`src/rtl/pong_paddle_mover_if.sv`:
```
// pong_paddle_mover_if
//   Groups the paddle controller's game-side signals into one bundle.
//   master : the producer side (switch debouncers, ball logic, VGA counters)
//            drives the requests and pixel position and reads the results.
//   slave  : the paddle controller itself.
//   Members:
//     i_Mode           0 = manual (buttons), 1 = auto (track ball)
//     i_Paddle_Up      debounced up button
//     i_Paddle_Dn      debounced down button
//     i_Ball_Y         ball row, used in auto mode
//     i_Col_Count_Div  current game-unit column
//     i_Row_Count_Div  current game-unit row
//     o_Draw_Paddle    registered: current pixel lies on the paddle
//     o_Paddle_Y       top row of the paddle
//     o_Step           one-cycle pulse in the cycle after Y changes
interface pong_paddle_mover_if #(
  parameter int COORD_W = 6
);
  logic               i_Mode;
  logic               i_Paddle_Up;
  logic               i_Paddle_Dn;
  logic [COORD_W-1:0] i_Ball_Y;
  logic [COORD_W-1:0] i_Col_Count_Div;
  logic [COORD_W-1:0] i_Row_Count_Div;
  logic               o_Draw_Paddle;
  logic [COORD_W-1:0] o_Paddle_Y;
  logic               o_Step;

  modport master (
    output i_Mode, i_Paddle_Up, i_Paddle_Dn, i_Ball_Y,
           i_Col_Count_Div, i_Row_Count_Div,
    input  o_Draw_Paddle, o_Paddle_Y, o_Step
  );

  modport slave (
    input  i_Mode, i_Paddle_Up, i_Paddle_Dn, i_Ball_Y,
           i_Col_Count_Div, i_Row_Count_Div,
    output o_Draw_Paddle, o_Paddle_Y, o_Step
  );
endinterface

```
`src/rtl/pong_paddle_mover.sv`:
```
// pong_paddle_mover
//   Moves one Pong paddle vertically with a slow-to-fast speed ramp. In
//   manual mode the debounced buttons steer it; in auto mode it steers its
//   centre row toward the ball row. A registered draw flag tells the draw
//   mux when the current game-unit pixel lies on the paddle.
//   Ports:
//     i_Clk       system clock (single clock domain)
//     i_Rst       synchronous, active-high reset
//     paddle_bus  pong_paddle_mover_if.slave: mode, buttons, ball row,
//                 pixel column/row in; draw flag, paddle Y, step pulse out
module pong_paddle_mover #(
  parameter int PADDLE_X      = 0,
  parameter int PADDLE_HEIGHT = 6,
  parameter int GAME_HEIGHT   = 30,
  parameter int COORD_W       = 6,
  parameter int SLOW_PERIOD   = 1250000,
  parameter int FAST_PERIOD   = 625000,
  parameter int RAMP_STEPS    = 4,
  parameter int CNT_W         = 22,
  parameter int RESET_Y       = (GAME_HEIGHT - PADDLE_HEIGHT) / 2
) (
  input logic               i_Clk,
  input logic               i_Rst,
  pong_paddle_mover_if.slave paddle_bus
);

  localparam int STEP_W = (RAMP_STEPS < 1) ? 1 : $clog2(RAMP_STEPS + 1);

  localparam logic [COORD_W-1:0] MAX_Y       = COORD_W'(GAME_HEIGHT - PADDLE_HEIGHT);
  localparam logic [COORD_W-1:0] START_Y     = COORD_W'(RESET_Y);
  localparam logic [COORD_W-1:0] COL_X       = COORD_W'(PADDLE_X);
  localparam logic [COORD_W:0]   HALF_HEIGHT = (COORD_W+1)'(PADDLE_HEIGHT / 2);
  localparam logic [COORD_W:0]   FULL_HEIGHT = (COORD_W+1)'(PADDLE_HEIGHT);
  localparam logic [CNT_W-1:0]   SLOW_LAST   = CNT_W'(SLOW_PERIOD - 1);
  localparam logic [CNT_W-1:0]   FAST_LAST   = CNT_W'(FAST_PERIOD - 1);
  localparam logic [STEP_W-1:0]  RAMP_MAX    = STEP_W'(RAMP_STEPS);

  typedef enum logic [1:0] {IDLE, SLOW, FAST} state_t;
  typedef enum logic [1:0] {REQ_NONE, REQ_UP, REQ_DN} req_t;

  state_t             state, state_next;
  req_t               req;
  logic               dir_dn, dir_dn_next;
  logic [CNT_W-1:0]   cnt, cnt_next, period_last;
  logic [STEP_W-1:0]  steps, steps_next, steps_inc;
  logic [COORD_W-1:0] paddle_y, y_next;
  logic [COORD_W:0]   center;
  logic               mode_q, mode_changed;
  logic               req_same, period_done, at_limit, do_step;
  logic               step_q, draw_q, draw_next;

  // Turn the inputs into a single movement request. Auto mode compares the
  // ball row with the paddle centre one bit wider than the coordinates so
  // the sum can never wrap; the buttons are ignored there.
  always_comb begin
    req    = REQ_NONE;
    center = {1'b0, paddle_y} + HALF_HEIGHT;
    if (paddle_bus.i_Mode) begin
      if ({1'b0, paddle_bus.i_Ball_Y} < center) begin
        req = REQ_UP;
      end else if ({1'b0, paddle_bus.i_Ball_Y} > center) begin
        req = REQ_DN;
      end
    end else begin
      if (paddle_bus.i_Paddle_Up && !paddle_bus.i_Paddle_Dn) begin
        req = REQ_UP;
      end else if (paddle_bus.i_Paddle_Dn && !paddle_bus.i_Paddle_Up) begin
        req = REQ_DN;
      end
    end
  end

  // Shared decode used by both the next-state and output logic. A period
  // only completes while moving in the latched direction with no mode flip.
  assign mode_changed = (paddle_bus.i_Mode != mode_q);
  assign period_last  = (state == FAST) ? FAST_LAST : SLOW_LAST;
  assign req_same     = (req != REQ_NONE) && ((req == REQ_DN) == dir_dn);
  assign period_done  = (state != IDLE) && !mode_changed && req_same &&
                        (cnt == period_last);
  assign at_limit     = dir_dn ? (paddle_y == MAX_Y) : (paddle_y == '0);
  assign steps_inc    = (steps == RAMP_MAX) ? steps : steps + 1'b1;

  // State register plus every other piece of sequential state. Reset is
  // synchronous and wins over everything, including a step due that edge.
  // The mode is sampled during reset so leaving reset is not seen as a flip.
  always_ff @(posedge i_Clk) begin
    if (i_Rst) begin
      state    <= IDLE;
      dir_dn   <= 1'b0;
      cnt      <= '0;
      steps    <= '0;
      paddle_y <= START_Y;
      step_q   <= 1'b0;
      draw_q   <= 1'b0;
      mode_q   <= paddle_bus.i_Mode;
    end else begin
      state    <= state_next;
      dir_dn   <= dir_dn_next;
      cnt      <= cnt_next;
      steps    <= steps_next;
      paddle_y <= y_next;
      step_q   <= do_step;
      draw_q   <= draw_next;
      mode_q   <= paddle_bus.i_Mode;
    end
  end

  // Next-state logic for the speed ramp. Leaving IDLE only latches the
  // direction and starts the period, so a step can never coincide with it.
  // A blocked step at the travel limit leaves steps and state untouched.
  always_comb begin
    state_next  = state;
    dir_dn_next = dir_dn;
    cnt_next    = cnt;
    steps_next  = steps;
    if (mode_changed) begin
      state_next = IDLE;
      cnt_next   = '0;
      steps_next = '0;
    end else if (state == IDLE) begin
      if (req != REQ_NONE) begin
        dir_dn_next = (req == REQ_DN);
        cnt_next    = '0;
        steps_next  = '0;
        state_next  = SLOW;
      end
    end else if (req == REQ_NONE) begin
      state_next = IDLE;
      cnt_next   = '0;
      steps_next = '0;
    end else if (!req_same) begin
      dir_dn_next = (req == REQ_DN);
      cnt_next    = '0;
      steps_next  = '0;
      state_next  = SLOW;
    end else if (!period_done) begin
      cnt_next = cnt + 1'b1;
    end else begin
      cnt_next = '0;
      if (do_step) begin
        steps_next = steps_inc;
        if (steps_inc == RAMP_MAX) begin
          state_next = FAST;
        end
      end
    end
  end

  // Output logic: the actual Y move and the draw test. The draw test uses
  // the registered Y, so it reflects the paddle before any same-edge step.
  always_comb begin
    do_step = period_done && !at_limit;
    y_next  = paddle_y;
    if (do_step) begin
      y_next = dir_dn ? paddle_y + 1'b1 : paddle_y - 1'b1;
    end
    draw_next = (paddle_bus.i_Col_Count_Div == COL_X) &&
                (paddle_bus.i_Row_Count_Div >= paddle_y) &&
                ({1'b0, paddle_bus.i_Row_Count_Div} < ({1'b0, paddle_y} + FULL_HEIGHT));
  end

  assign paddle_bus.o_Paddle_Y    = paddle_y;
  assign paddle_bus.o_Step        = step_q;
  assign paddle_bus.o_Draw_Paddle = draw_q;

endmodule

```
`src/flat_wrapper.sv`:
```
// flat-port wrapper written by rule: the top's interface ports become plain ports
module pong_paddle_mover_flat 
#(
  parameter int PADDLE_X      = 0,
  parameter int PADDLE_HEIGHT = 6,
  parameter int GAME_HEIGHT   = 30,
  parameter int COORD_W       = 6,
  parameter int SLOW_PERIOD   = 1250000,
  parameter int FAST_PERIOD   = 625000,
  parameter int RAMP_STEPS    = 4,
  parameter int CNT_W         = 22,
  parameter int RESET_Y       = (GAME_HEIGHT - PADDLE_HEIGHT) / 2
)
  (i_Clk, i_Rst, paddle_bus_i_Mode, paddle_bus_i_Paddle_Up, paddle_bus_i_Paddle_Dn, paddle_bus_i_Ball_Y, paddle_bus_i_Col_Count_Div, paddle_bus_i_Row_Count_Div, paddle_bus_o_Draw_Paddle, paddle_bus_o_Paddle_Y, paddle_bus_o_Step);
  pong_paddle_mover_if #(.COORD_W(COORD_W)) paddle_bus_i ();
  input logic i_Clk;
  input logic i_Rst;
  input wire logic [$bits(paddle_bus_i.i_Mode)-1:0] paddle_bus_i_Mode;
  input wire logic [$bits(paddle_bus_i.i_Paddle_Up)-1:0] paddle_bus_i_Paddle_Up;
  input wire logic [$bits(paddle_bus_i.i_Paddle_Dn)-1:0] paddle_bus_i_Paddle_Dn;
  input wire logic [$bits(paddle_bus_i.i_Ball_Y)-1:0] paddle_bus_i_Ball_Y;
  input wire logic [$bits(paddle_bus_i.i_Col_Count_Div)-1:0] paddle_bus_i_Col_Count_Div;
  input wire logic [$bits(paddle_bus_i.i_Row_Count_Div)-1:0] paddle_bus_i_Row_Count_Div;
  output wire logic [$bits(paddle_bus_i.o_Draw_Paddle)-1:0] paddle_bus_o_Draw_Paddle;
  output wire logic [$bits(paddle_bus_i.o_Paddle_Y)-1:0] paddle_bus_o_Paddle_Y;
  output wire logic [$bits(paddle_bus_i.o_Step)-1:0] paddle_bus_o_Step;
  assign paddle_bus_i.i_Mode = paddle_bus_i_Mode;
  assign paddle_bus_i.i_Paddle_Up = paddle_bus_i_Paddle_Up;
  assign paddle_bus_i.i_Paddle_Dn = paddle_bus_i_Paddle_Dn;
  assign paddle_bus_i.i_Ball_Y = paddle_bus_i_Ball_Y;
  assign paddle_bus_i.i_Col_Count_Div = paddle_bus_i_Col_Count_Div;
  assign paddle_bus_i.i_Row_Count_Div = paddle_bus_i_Row_Count_Div;
  assign paddle_bus_o_Draw_Paddle = paddle_bus_i.o_Draw_Paddle;
  assign paddle_bus_o_Paddle_Y = paddle_bus_i.o_Paddle_Y;
  assign paddle_bus_o_Step = paddle_bus_i.o_Step;
  pong_paddle_mover #(.PADDLE_X(PADDLE_X), .PADDLE_HEIGHT(PADDLE_HEIGHT), .GAME_HEIGHT(GAME_HEIGHT), .COORD_W(COORD_W), .SLOW_PERIOD(SLOW_PERIOD), .FAST_PERIOD(FAST_PERIOD), .RAMP_STEPS(RAMP_STEPS), .CNT_W(CNT_W), .RESET_Y(RESET_Y)) u_core (.i_Clk(i_Clk), .i_Rst(i_Rst), .paddle_bus(paddle_bus_i));
endmodule
```
`config.mk`:
```
export PLATFORM = sky130hd
export DESIGN_NAME = pong_paddle_mover_flat
export DESIGN_NICKNAME = d
export VERILOG_FILES = /design/src/rtl/pong_paddle_mover_if.sv /design/src/rtl/pong_paddle_mover.sv /design/src/flat_wrapper.sv
export SDC_FILE = /design/constraint.sdc
export NUM_CORES = 1
export LEC_CHECK = 0
export BUFFER_PORTS_ARGS = -buffer_cell sky130_fd_sc_hd__clkbuf_2
export CORE_MARGIN = 5
export CORE_UTILIZATION = 30
export DETAILED_ROUTE_END_ITERATION = 8
export HOLD_SLACK_MARGIN = 0.05
export PLACE_DENSITY_LB_ADDON = 0.3
export SLEW_MARGIN = 40
export SYNTH_ARGS = -nofsm -noshare
export SYNTH_HDL_FRONTEND = slang
export SYNTH_SLANG_ARGS = --single-unit
```
`constraint.sdc`:
```
create_clock -name i_Clk -period 4.5 [get_ports i_Clk]
set_input_delay 1.35 -clock i_Clk [delete_from_list [all_inputs] [get_ports i_Clk]]
set_output_delay 1.35 -clock i_Clk [all_outputs]
set_load 0.05 [all_outputs]
```
After elaboration in Yosys (flattened, before gate mapping)
Cells that the tools add are included.
W data, S select, Z words.
{"block": "word_totals", "out_inout_bits": 8, "in_bits": 23, "register_bits": 37, "word_cells": 87}
{"block": "op_classes", "n_eq_ne": 14, "n_reduce_logical": 23, "mux": 31, "magnitude_cmp": 4, "n_addsub": 6, "bitwise": 1}
{"operator": "$mux W22", "n": 5}
{"operator": "$mux W2", "n": 12}
{"operator": "$add A22 B1 Y22 const B", "n": 1}
{"operator": "$eq A22 B22 Y1", "n": 1}
{"operator": "$mux W21", "n": 1}
{"operator": "$mux W3", "n": 7}
{"operator": "$lt A6 B7 Y1", "n": 2}
{"operator": "$logic_not A6 Y1", "n": 2}
{"operator": "$ne A4 B4 Y1 const B", "n": 3}
{"operator": "$logic_and A1 B1 Y1", "n": 9}
{"operator": "$reduce_and A4 Y1", "n": 2}
{"operator": "$add A6 B2 Y7 const B", "n": 1}
{"operator": "$add A6 B3 Y7 const B", "n": 1}
{"operator": "$gt A6 B7 Y1", "n": 1}
{"operator": "$add A6 B1 Y6 const B", "n": 1}
{"operator": "$eq A3 B3 Y1 const B", "n": 2}
{"operator": "$eq A6 B5 Y1 const B", "n": 1}
{"operator": "$ge A6 B6 Y1", "n": 1}
{"operator": "$mux W6", "n": 1}
{"operator": "$sub A6 B1 Y6 const B", "n": 1}
{"operator": "$mux W1", "n": 5}
{"operator": "$eq A2 B2 Y1 const B", "n": 2}
{"operator": "$logic_not A1 Y1", "n": 4}
{"operator": "$logic_not A2 Y1", "n": 2}
{"operator": "9 further kinds", "n": 11}

Depth between registers and ports, before layout
Gate-level depths: netlist (run 1).
{"block": "depth", "ltp_word": 16, "ltp_mapped": 14, "ltp_nobuf": 13}

Worst setup path before layout (run 1)
Ideal clock, no wire load.
{"block": "synth_timing", "path_kind": "register to register", "startpoint": "reg u_core.paddle_y[1] (netlist: u_core.paddle_bus.o_Paddle_Y[1])", "endpoint": "reg u_core.cnt[7]", "arrival_ns": 3.800, "stages_incl_launch_ff": 15, "setup_ns": 0.127, "n_path_buf": 1, "synth_period_minus_slack_ns": 3.928, "required_time_ns": 4.373, "slack_ns": 0.572, "cell_sequence": "dfxtp_1 > inv_1 > ha_1 > a21oi_1 > nor2_1 > xnor2_1 > ha_1 > nand3_1 > or2_2 > and4_1 > a211oi_1 > nor2_1 > buf_2 > a311oi_1 > nor2_1"}
{"block": "synth_between", "elab_chain_len": 14, "word_cells_on_any_way": 18, "cone_classes": "1 x add/sub; 2 x order compare; 3 x eq/ne; 7 x mux; 5 x reduce/logical"}
{"item": "from (decl)", "line": "pong_paddle_mover.sv:46", "text": "logic [COORD_W-1:0] paddle_y, y_next;"}
{"item": "from (signal assigned)", "line": "pong_paddle_mover.sv:101", "text": "paddle_y <= y_next;"}
{"item": "$add A6 B2 Y7 *", "line": "pong_paddle_mover.sv:57", "text": "center = {1'b0, paddle_y} + HALF_HEIGHT;"}
{"item": "$gt A6 B7 Y1", "line": "pong_paddle_mover.sv:61", "text": "end else if ({1'b0, paddle_bus.i_Ball_Y} > center) begin"}
{"item": "$mux W2", "line": "pong_paddle_mover.sv:61"}
{"item": "$mux W2 *", "line": "pong_paddle_mover.sv:59", "text": "if ({1'b0, paddle_bus.i_Ball_Y} < center) begin"}
{"item": "$mux W2 *", "line": "pong_paddle_mover.sv:58", "text": "if (paddle_bus.i_Mode) begin"}
{"item": "$eq A2 B2 Y1", "line": "pong_paddle_mover.sv:77", "text": "assign req_same = (req != REQ_NONE) && ((req == REQ_DN) == dir_dn);"}
{"item": "$eq A1 B1 Y1", "line": "pong_paddle_mover.sv:77"}
{"item": "$logic_and A1 B1 Y1", "line": "pong_paddle_mover.sv:77"}
{"item": "$logic_and A1 B1 Y1 (2 in series)", "line": "pong_paddle_mover.sv:78", "text": "assign period_done = (state != IDLE) && !mode_changed && req_same &&"}
{"item": "$mux W22", "line": "pong_paddle_mover.sv:136", "text": "end else if (!period_done) begin"}
{"item": "$mux W22", "line": "pong_paddle_mover.sv:131", "text": "end else if (!req_same) begin"}
{"item": "$mux W22", "line": "pong_paddle_mover.sv:127", "text": "end else if (req == REQ_NONE) begin"}
{"item": "$mux W22", "line": "pong_paddle_mover.sv:120", "text": "end else if (state == IDLE) begin"}
{"item": "to (signal assigned)", "line": "pong_paddle_mover.sv:99", "text": "cnt <= cnt_next;"}
{"item": "to (decl)", "line": "pong_paddle_mover.sv:44", "text": "logic [CNT_W-1:0] cnt, cnt_next, period_last;"}
Mark *: on every way between the ends. The rest lies on a longest branch, timed or not.
A chain may end at the register's enable or synchronous reset.

Worst setup path after layout (run 1)
{"block": "layout_timing", "startpoint": "reg u_core.paddle_y[2] (netlist: u_core.paddle_bus.o_Paddle_Y[2])", "endpoint": "reg u_core.paddle_y[5] (netlist: u_core.paddle_bus.o_Paddle_Y[5])"}
{"block": "layout_between", "elab_chain_len": 11, "word_cells_on_any_way": 20, "cone_classes": "3 x add/sub; 2 x order compare; 3 x eq/ne; 5 x mux; 7 x reduce/logical"}
{"item": "$add A6 B2 Y7", "line": "pong_paddle_mover.sv:57"}
{"item": "$gt A6 B7 Y1", "line": "pong_paddle_mover.sv:61"}
{"item": "$mux W2", "line": "pong_paddle_mover.sv:61"}
{"item": "$mux W2", "line": "pong_paddle_mover.sv:59"}
{"item": "$mux W2", "line": "pong_paddle_mover.sv:58"}
{"item": "$eq A2 B2 Y1", "line": "pong_paddle_mover.sv:77"}
{"item": "$eq A1 B1 Y1", "line": "pong_paddle_mover.sv:77"}
{"item": "$logic_and A1 B1 Y1", "line": "pong_paddle_mover.sv:77"}
{"item": "$logic_and A1 B1 Y1 (2 in series)", "line": "pong_paddle_mover.sv:78"}
{"item": "$logic_and A1 B1 Y1", "line": "pong_paddle_mover.sv:152", "text": "do_step = period_done && !at_limit;"}
Parallel ways exist; a longest one is shown, timed or not.

==> results of run 1 <==
-- layout make-up --
| type | instances | area [µm²] | share of cell area |
|---|---|---|---|
| Clock buffer | 6 | 82.58 | 0.02518 |
| Clock inverter | 2 | 13.76 | 0.004197 |
| Inverter | 15 | 56.30 | 0.01717 |
| Multi-Input combinational cell | 295 | 2037 | 0.6211 |
| Sequential cell | 37 | 740.7 | 0.2259 |
| Tap cell | 129 | 161.4 | 0.04922 |
| Timing Repair Buffer | 35 | 187.7 | 0.05723 |
-- registers in the layout (all words and copies together), names as in the netlist --
| signal | count |
|---|---|
| u_core.cnt | 22 |
| u_core.dir_dn | 1 |
| u_core.mode_q | 1 |
| u_core.paddle_bus.o_Draw_Paddle | 1 |
| u_core.paddle_bus.o_Paddle_Y | 6 |
| u_core.paddle_bus.o_Step | 1 |
| u_core.state | 2 |
| u_core.steps | 3 |
-- through the flow --
| stage | hold slack, ps | instances |
|---|---|---|
| after floorplan | 463.6 | 357 |
| after global placement | 479.1 | 511 |
| after detailed placement | 492.8 | 511 |
| after CTS | 504.6 | 519 |
| after global routing | 563.5 | 519 |
| final | 503.9 | 519 |
-- cell usage after synthesis (2+ instances only) --
library cell   n  area [µm²]
a21oi_1       15       75.07
nand4b_1       4       35.03
mux2i_1        5       50.05
ha_1          28       350.3
nor4_1         4       25.02
nor4bb_1       3       30.03
o211ai_1       2       15.01
nand2b_1       3       18.77
nor4b_1        2       17.52
xor2_1         6       52.55
nand2_1       43       161.4
inv_1         15       56.30
dfxtp_1       37       740.7
clkbuf_1       7       26.28
or4_1          4       30.03
a22o_1         2       17.52
a311oi_1       2       17.52
xnor2_1       11       96.34
nand4_1        5       31.28
o21ai_0       12       60.06
a211oi_1       4       30.03
nand3b_1       8       60.06
a31oi_1       10       62.56
or2_2          4       25.02
o21bai_1       2       15.01
nor2_1        33       123.9
and3_1         7       43.79
nand3_1       19       95.09
nor2b_1        5       31.28
nor3_1        10       50.05
o31ai_1        2       15.01
and4b_1        3       30.03
a21o_1        11       82.58
-- tightest hold or removal path: cells and delay by family, from the launching register on --
kind	cells	cell delay, ps
flip-flops	1	330
AND/OR/NAND/NOR	1	60
AO/OA/AOI/OAI	1	60
-- layer usage --
layer / part of all wire / GRT usage / up-vias
li1: - / - / 1381
met1: 0.49 / 0.1814 / 1245
met2: 0.45 / 0.2074 / 63
met3: 0.046 / 0.01920 / 6
met4: 0.011 / 0.04328 / 0
met5: 0 / 0 / -
-- cells by family (layout without fill, tap and decap cells) --
| logic type | count (synthesis) | in the layout |
|---|---|---|
| AO/OA/AOI/OAI | 75 | 75 |
| XOR/XNOR | 17 | 17 |
| adder cells (fa/ha/maj) | 29 | 29 |
| buffers and inverters | 25 | 58 |
| flip-flops | 37 | 37 |
| multiplexers | 6 | 6 |
| AND/OR/NAND/NOR | 168 | 168 |
-- worst min-delay path by stage --
| stage | to | slack (ps) | cells after the start |
|---|---|---|---|
| after floorplan | u_core.state[0] | 460 | 2 |
| after global placement | u_core.state[0] | 480 | 2 |
| after detailed placement | u_core.state[0] | 490 | 2 |
| after CTS | u_core.state[0] | 500 | 2 |
| after global routing | u_core.state[0] | 560 | 2 |
| final | u_core.state[0] | 500 | 2 |
-- power groups by stage --
| stage | Sequential (mW) | Clock, mW | Combinational, mW |
|---|---|---|---|
| 2_1_floorplan | 0.339 | 0 | 0.0641 |
| 3_3_place_gp | 0.339 | 0 | 0.0940 |
| 3_5_place_dp | 0.339 | 0 | 0.0956 |
| 4_1_cts | 0.332 | 0.265 | 0.0961 |
| 5_1_grt | 0.332 | 0.277 | 0.109 |
| 6_report | 0.332 | 0.255 | 0.0968 |
==> out/results.tsv, run 1 <==
stage	metric	value	unit
final_layout	post-route cell area	3279	µm²
timing	clk_skew	8.327	ps
setup_path	Crit path max-delay family	compound AO/OA/AOI/OAI gates	
setup_path	CP max stage cell	a211oi_1	
min_path	Hold Crit Start	u_core.state[0]	
synthesis	Post-Synth Simple-Gate Area	0.3171	
timing	final setup fails	0	
synthesis	Async SR Flop Fraction	0	
grt	global route overflow	0	
place	dpl ws	898.3	ps
power	Pwr Total	0.6841	mW
timing	final hold violations	0	
clock_tree	later-pin clock latency in the skew report	300	ps
timing	Final WS setup	1055	ps
setup_path	crit end category	flop	
floorplan	FP Rows	35	
routing	drt drc	0	
synthesis	adder-cell share of the synthesized area	0.1291	
synthesis	Synth Cell Area	2869	µm²
setup_path	Crit path buffers/inverters	1	
run	max-capacitance violation count	0	
clock_tree	CTS tree	done	
clock_tree	CTS H-tree depth	2	
final_layout	post-route core utilization	0.3532	
synthesis	XOR/XNOR Fraction of Synth Area	0.05190	
clock_tree	hold buffers post-CTS	0	
min_path	Hold/Removal Path Class	reg -> reg	
setup_path	Critical Path RT	4740	ps
setup_path	WS Path Type	reg -> reg	
synthesis	Syn Nets	409	
setup_path	slowest stage delay, CP	510	ps
routing	First-pass DRT Iterations	4	
timing	FMAX	290.3	MHz
floorplan	Die X	107.8	µm
synthesis	Mapped Cells	357	
synthesis	Syn. warnings	0	
setup_path	Worst Path Arrival	3690	ps
outcome	status	finished, final reports clean	
final_layout	# fillers	1000	
clock_tree	number of clock sinks	37	
floorplan	Core Region	9284	µm²
final_layout	share of cells above drive strength 1	0.1462	
setup_path	R2R Path Start	u_core.paddle_bus.o_Paddle_Y[2]	
routing	WL/cell	14.16	µm
setup_path	r2r worst-path depth	13	
final_layout	Ant. Diodes	0	
power	Max IR drop VDD	0.07449	mV
synthesis	Post-synth EDFFs	0	
clock_tree	clk buf depth	2	
grt	largest net degree at the start of global routing	22	
grt	total track usage	0.1310	
synthesis	post-synthesis compound-gate area fraction	0.1853	
synthesis	synthesized flop and latch total	37	
routing	via-per-instance ratio	5.193	
routing	WL final	7350	µm
place	hpwl dp	5545	µm
setup_path	RR Endpoint	u_core.paddle_bus.o_Paddle_Y[5]	
synthesis	post-synthesis sequential area ratio	0.2582	
synthesis	Mapped Avg Cell Area	8.036	µm²
floorplan	Initial Utilization	0.3090	
power	Clk pwr share	0.373	
clock_tree	post-CTS setup buffer count	0	
place	GP Congestion	0.8254	
synthesis	post-synthesis mux area share	0.02137	
grt	first-pass GRT wire length	12390	µm
timing	Fin Setup TNS	0	ps
power	combinational cell fraction of total power	0.142	
grt	initial antenna violation count	0	
final_layout	synthesis-to-finish area growth	14.30	%
setup_path	worst setup path startpoint	u_core.paddle_bus.o_Paddle_Y[2]	
timing	worst slew pin tran	578.7	ps
routing	Vias	2695	
power	power density over cell area	208.6	nW/µm²
setup_path	r2r setup slk	1060	ps
timing	RSZ-0062 raised after global routing	false	
setup_path	critical path cell sequence	ha_1, a21oi_1, nor2_1, xnor2_1, ha_1, nand3_1, or2_2, and4_1, a211oi_1, buf_4, nor2_1, a311oi_1, a41o_1	
power	Sw Ratio	0.2806	
timing	Slew HR	0.6100	
setup_path	startpoint types	flop	
timing	Final Cycle Share	0.7655	
setup_path	crit path to	u_core.paddle_bus.o_Paddle_Y[5]	
timing	Max Transition Viols Final	0	
floorplan	IO Count	31	
floorplan	die span in y	107.8	µm
clock_tree	CTS resizes	0	
setup_path	critical path depth	13	
power	Net Switching	0.1919	mW
final_layout	most common cell after layout, fill and taps aside	nand2_1	
synthesis	most used flip-flop cell after synthesis	dfxtp_1	
setup_path	critical path peak fanout	10	
synthesis	largest family of logic cells by synthesized area	simple AND/OR/NAND/NOR gates	
place	placed instance area	3178	µm²
power	P_leak	1.255	nW
final_layout	commonest non-fill, non-tap cells in the layout	nand2_1, dfxtp_1, nor2_1	
grt	vias in the first global route	2534	
synthesis	Cell variety after synth	62	
power	Pint	0.4921	mW
place	number of port buffers	30	
clock_tree	CTS Buf Count	5	
power	sequential share of power	0.485	
floorplan	die area	11620	µm²
routing	drt initial violations	170	
timing	Final min period	3445	ps
clock_tree	clock-pin slew on the worst setup and hold paths	80	ps
routing	number of routed nets with antenna violations	0	
clock_tree	root buf cell	clkbuf_8	
final_layout	nets	441	
Note: power is estimated with default switching activity, not from simulation.
==> run 2: changes to the inputs <==
- clock period: 4.5 -> 3 ns (I/O delays scaled with it)
==> run 2 against run 1 <==
Compared with the run above:
- highest routed layer unchanged
- critical path depth unchanged
- design area increased by 11%
- worst hold slack got worse by 0.67 ps
- die area unchanged
- count of clock-buffer cells in the layout unchanged
- clock skew increased by 4.4 ps
- global-route usage increased by 0.067 points
- power increased by 72%
- via count increased by 4.5%
- sequential cell count unchanged
==> out/results.tsv, run 2 (synthesized netlist as in run 1, its figures left out) <==
stage	metric	value	unit
outcome	status	finished, final reports clean	
min_path	Hold Path Cell Cnt	2	
run	max-capacitance violation count	0	
floorplan	Initial Utilization	0.3090	
grt	vias in the first global route	2620	
setup_path	critical path cell sequence	inv_2, ha_1, a21oi_2, nor2_1, xnor2_1, ha_1, nand3_2, or2_4, and4_4, a211o_1, buf_4, and3_2, a22o_1	
final_layout	commonest non-fill, non-tap cells in the layout	nand2_1, dfxtp_1, nor2_1	
setup_path	r2r setup slk	110	ps
clock_tree	root buf cell	clkbuf_8	
setup_path	slowest stage delay, CP	370	ps
routing	via-per-instance ratio	5.186	
power	P_leak	1.422	nW
floorplan	FP Rows	35	
timing	Slew HR	0.6295	
place	dpl ws	-41.62	ps
routing	drt drc	0	
setup_path	WS Path Type	reg -> reg	
setup_path	Crit path buffers/inverters	2	
final_layout	Top reg by flops	u_core.cnt	
grt	initial antenna violation count	0	
setup_path	Worst Path Arrival	3070	ps
routing	WL/cell	13.94	µm
grt	first-pass GRT wire length	12600	µm
routing	drt initial violations	167	
grt	largest net degree at the start of global routing	19	
timing	Max Transition Viols Final	0	
place	hpwl dp	5872	µm
timing	worst slew pin tran	553.7	ps
floorplan	IO Count	31	
clock_tree	later-pin clock latency in the skew report	290	ps
min_path	Hold Crit Endpoint	u_core.state[0]	
grt	total track usage	0.1316	
routing	number of routed nets with antenna violations	0	
place	GP Congestion	0.8237	
routing	Vias	2816	
clock_tree	number of clock sinks	37	
final_layout	synthesis-to-finish area growth	26.38	%
setup_path	critical path depth	13	
setup_path	R2R Path Start	u_core.paddle_bus.o_Paddle_Y[1]	
grt	global route overflow	0	
clock_tree	clock-pin slew on the worst setup and hold paths	80	ps
final_layout	share of cells above drive strength 1	0.2488	
setup_path	startpoint types	flop	
timing	Final min period	2889	ps
setup_path	Crit path max-delay family	simple AND/OR/NAND/NOR gates	
final_layout	max reg flops	22	
power	Max IR drop VDD	0.1793	mV
place	number of port buffers	30	
setup_path	critical path peak fanout	4	
clock_tree	hold buffers post-CTS	0	
floorplan	die area	11620	µm²
timing	Final WS setup	111.0	ps
routing	WL final	7570	µm
setup_path	most used cell, CP	ha_1	
final_layout	most common cell after layout, fill and taps aside	nand2_1	
min_path	Hold/Removal Path Class	reg -> reg	
routing	First-pass DRT Iterations	5	
timing	FMAX	346.1	MHz
final_layout	nets	465	
setup_path	RR Endpoint	u_core.cnt[20]	
timing	Hold Slack	503.2	ps
timing	clk_skew	12.75	ps
final_layout	Ant. Diodes	0	
setup_path	crit end category	flop	
timing	final setup fails	0	
setup_path	r2r worst-path depth	13	
floorplan	die span in y	107.8	µm
timing	Fin Setup TNS	0	ps
power	power density over cell area	323.9	nW/µm²
final_layout	# fillers	955	
clock_tree	CTS H-tree depth	2	
place	Cells after DPL	532	
final_layout	Layout Cells excl Fill	543	
clock_tree	CTS tree	done	
timing	Final Cycle Share	0.9630	
floorplan	Die X	107.8	µm
setup_path	Critical Path RT	3180	ps
timing	RSZ-0062 raised after global routing	true	
timing	final hold violations	0	
setup_path	CP max stage cell	dfxtp_4	
min_path	Hold Crit Start	u_core.state[0]	
floorplan	Core Region	9284	µm²
clock_tree	CTS Buf Count	5	
clock_tree	clk buf depth	2	
==> run 2: report_power, final <==
part           total (mW)  internal, mW  leakage, nW  switching, mW
Combinational       0.181        0.0814         1.06         0.0996
Clock               0.498         0.301       0.0669          0.196
Sequential          0.496         0.492        0.299        0.00376
==> run 2: metrics by stage <==
step	total power, mW	utilization	instance area, µm²
floorplan	0.6099	-	2920
global placement	0.6636	0.3648	3387
detailed placement	0.6673	0.3648	3387
CTS	1.172	0.3802	3530
global route	1.229	0.3906	3626
finish	1.175	0.3906	3626
==> run 2: area by class of cell <==
| cell class | instances | area (µm²) | area share |
|---|---|---|---|
| tap | 129 | 161.4 | 0.04451 |
| inverter | 15 | 56.30 | 0.01553 |
| timing repair buffer | 59 | 400.4 | 0.1104 |
| clock buffer | 6 | 93.84 | 0.02588 |
| sequential | 37 | 750.7 | 0.2070 |
| clock inverter | 2 | 38.79 | 0.01070 |
| multi-input combinational | 295 | 2125 | 0.5859 |
==> run 2: timing repair <==
item	CTS	global route
resized for setup	2	20
gates cloned	0	0
buffers inserted	0	3
setup endpoints to repair	1	30
pin swaps	0	10
==> run 2: worst max-delay path by stage <==
stage                                          from              to  slack (ps)
floorplan           u_core.paddle_bus.o_Paddle_Y[1]   u_core.cnt[7]         -20
global placement             paddle_bus_i_Ball_Y[4]   u_core.cnt[9]          20
detailed placement           paddle_bus_i_Ball_Y[4]   u_core.cnt[9]         -40
CTS                 u_core.paddle_bus.o_Paddle_Y[1]  u_core.cnt[20]          20
global route        u_core.paddle_bus.o_Paddle_Y[1]   u_core.cnt[9]         -20
finish              u_core.paddle_bus.o_Paddle_Y[1]  u_core.cnt[20]         110
==> run 2: tightest hold or removal path, cell delays in order (launching register included) <==
cell	delay, ps
dfxtp_1	340
nand3_1	70
o21ai_0	60
==> run 2: metal layers <==
metal	vias up	track usage	share of wire	wire, µm
li1	1430	-	-	-
met1	1325	0.1843	0.48	3669
met2	57	0.2118	0.47	3545
met3	4	0.01920	0.038	288
met4	0	0.03156	0.0086	65
met5	-	0	0	0
==> run 3: changes to the inputs <==
- CORE_UTILIZATION: 30 -> 54
==> run 3 against run 2 <==
Compared with the run above:
- sequential power about the same
- power down 10%
- fmax down 2.8%
- non-clock buffer count up 2
- critical path depth up 2
- die area down 41%
- utilization up 31 points
- global-route usage up 9.0 points
- critical path type unchanged
- register-to-register slack worse by 80 ps
- first-iteration DRC count up 26%
==> out/results.tsv, run 3 (synthesized netlist as in run 1, its figures left out) <==
stage	metric	value	unit
outcome	status	finished, final reports clean	
min_path	Hold Path Cell Cnt	2	
power	Max IR drop VDD	0.1912	mV
timing	Max Transition Viols Final	0	
routing	via-per-instance ratio	6.291	
grt	global route overflow	0	
final_layout	most common cell after layout, fill and taps aside	nand2_1	
clock_tree	hold buffers post-CTS	0	
power	Pint	0.7605	mW
clock_tree	CTS H-tree depth	2	
floorplan	Core Region	5140	µm²
setup_path	r2r setup slk	30	ps
setup_path	R2R Path Start	u_core.paddle_bus.o_Paddle_Y[1]	
timing	Final Cycle Share	0.9903	
timing	Slew HR	0.4382	
grt	first-pass GRT wire length	13010	µm
routing	drt initial violations	210	
power	Sw Ratio	0.2794	
place	GP Congestion	0.9223	
setup_path	CP max stage cell	dfxtp_4	
power	Net Switching	0.2949	mW
timing	Final min period	2971	ps
setup_path	critical path peak fanout	4	
grt	vias in the first global route	2876	
clock_tree	number of clock sinks	37	
routing	Vias	3051	
min_path	Hold Crit Endpoint	u_core.steps[1]	
routing	drt drc	0	
place	hpwl dp	5812	µm
final_layout	max reg flops	22	
timing	FMAX	336.6	MHz
grt	largest net degree at the start of global routing	19	
floorplan	Die X	82.89	µm
floorplan	IO Count	31	
clock_tree	CTS Buf Count	5	
timing	clk_skew	9.143	ps
place	number of port buffers	30	
clock_tree	root buf cell	clkbuf_8	
power	power density over cell area	292.2	nW/µm²
min_path	Hold Crit Start	u_core.steps[1]	
timing	final setup fails	0	
timing	worst slew pin tran	839.5	ps
timing	final hold violations	0	
power	Clk pwr share	0.345	
clock_tree	clock-pin slew on the worst setup and hold paths	80	ps
timing	RSZ-0062 raised after global routing	true	
setup_path	RR Endpoint	u_core.cnt[7]	
setup_path	slowest stage delay, CP	390	ps
grt	total track usage	0.2216	
setup_path	Worst Path Arrival	3150	ps
setup_path	r2r worst-path depth	15	
floorplan	Initial Utilization	0.5582	
power	P_leak	1.429	nW
floorplan	FP Rows	26	
final_layout	share of cells above drive strength 1	0.2602	
final_layout	Top reg by flops	u_core.cnt	
grt	initial antenna violation count	0	
setup_path	WS Path Type	reg -> reg	
final_layout	Ant. Diodes	0	
setup_path	critical path cell sequence	inv_6, ha_4, nor2b_4, nand2_2, xnor2_2, ha_1, a21o_1, a21o_1, or2_4, a211oi_4, buf_6, buf_6, nor4_4, a311oi_2, nor2_1	
clock_tree	clk buf depth	2	
routing	WL final	8216	µm
clock_tree	CTS tree	done	
final_layout	commonest non-fill, non-tap cells in the layout	nand2_1, dfxtp_1, nor2_1, clkbuf_2	
run	max-capacitance violation count	0	
setup_path	Critical Path RT	3170	ps
floorplan	die span in y	82.89	µm
setup_path	crit end category	flop	
power	sequential share of power	0.471	
final_layout	synthesis-to-finish area growth	25.90	%
final_layout	# fillers	395	
timing	Fin Setup TNS	0	ps
min_path	Hold/Removal Path Class	reg -> reg	
floorplan	die area	6871	µm²
routing	number of routed nets with antenna violations	0	
setup_path	startpoint types	flop	
power	combinational cell fraction of total power	0.184	
routing	First-pass DRT Iterations	4	
routing	WL/cell	16.94	µm
final_layout	nets	467	
clock_tree	later-pin clock latency in the skew report	290	ps
power	Pwr Total	1.055	mW
==> run 3: cell types whose count changed in the layout (fill, tap and decap cells not counted), sizes merged <==
cell	change
clkbuf	+1
inv	-1
bufinv	-1
buf	+2
==> run 3: area by class of cell <==
type,instances,area (µm²),share of cell area
multi-input cells,295,2207,0.6110
flip-flops and latches,37,750.7,0.2078
repair buffers,61,419.2,0.1160
well taps,70,87.58,0.02425
clock buffers,7,86.33,0.02390
inverters,15,61.31,0.01697
==> run 3: power by group through the flow <==
stage / combinational [mW] / clock (mW) / sequential [mW]
after floorplan: 0.103 / 0 / 0.507
final: 0.194 / 0.364 / 0.497
after global routing: 0.210 / 0.384 / 0.497
after CTS: 0.171 / 0.363 / 0.496
after global placement: 0.154 / 0 / 0.508
after detailed placement: 0.161 / 0 / 0.508
==> run 3: per-layer routing <==
layer	global-route usage	wire, µm	vias up
li1	-	-	1437
met1	0.2640	3324	1425
met2	0.3819	4004	153
met3	0.04950	551	36
met4	0.09212	335	0
met5	0	0	-
==> run 3: through the flow <==
| step | hold WS [ps] | worst slack (ps) | cells | instance area, µm² | util |
|---|---|---|---|---|---|
| 2_1_floorplan | 463.6 | -23.70 | 357 | 2920 | - |
| 3_5_place_dp | 487.6 | -26.37 | 467 | 3268 | 0.6358 |
| 3_3_place_gp | 486.0 | 58.42 | 467 | 3268 | 0.6358 |
| 4_1_cts | 497.9 | 10.85 | 478 | 3390 | 0.6594 |
| 5_1_grt | 552.8 | -107.1 | 485 | 3612 | 0.7028 |
| 6_report | 507.6 | 29.07 | 485 | 3612 | 0.7028 |
==> run 3: worst max-delay path by stage <==
stage	start	to	slack [ps]	cells after the start
finish	u_core.paddle_bus.o_Paddle_Y[1]	u_core.cnt[7]	30	15
floorplan	u_core.paddle_bus.o_Paddle_Y[1]	u_core.cnt[7]	-20	14
detailed placement	u_core.paddle_bus.o_Paddle_Y[1]	u_core.cnt[7]	-30	14
global placement	paddle_bus_i_Ball_Y[4]	u_core.state[0]	60	9
CTS	u_core.paddle_bus.o_Paddle_Y[1]	u_core.cnt[12]	10	13
global route	u_core.paddle_bus.o_Paddle_Y[1]	u_core.cnt[7]	-110	15
==> run 3: repair_timing <==
action                     CTS  global route
resized for setup            1            35
setup endpoints to repair    8            31
pin swaps                    2            26
setup buffers                4             8
==> run 3: critical path: cells and delay by family (launching register included) <==
kind                     cells  cell delay [ps]
AO/OA/AOI/OAI                4              900
AND/OR/NAND/NOR              5              600
adder cells (fa/ha/maj)      2              480
flip-flops                   1              390
buffers and inverters        3              340
XOR/XNOR                     1              140
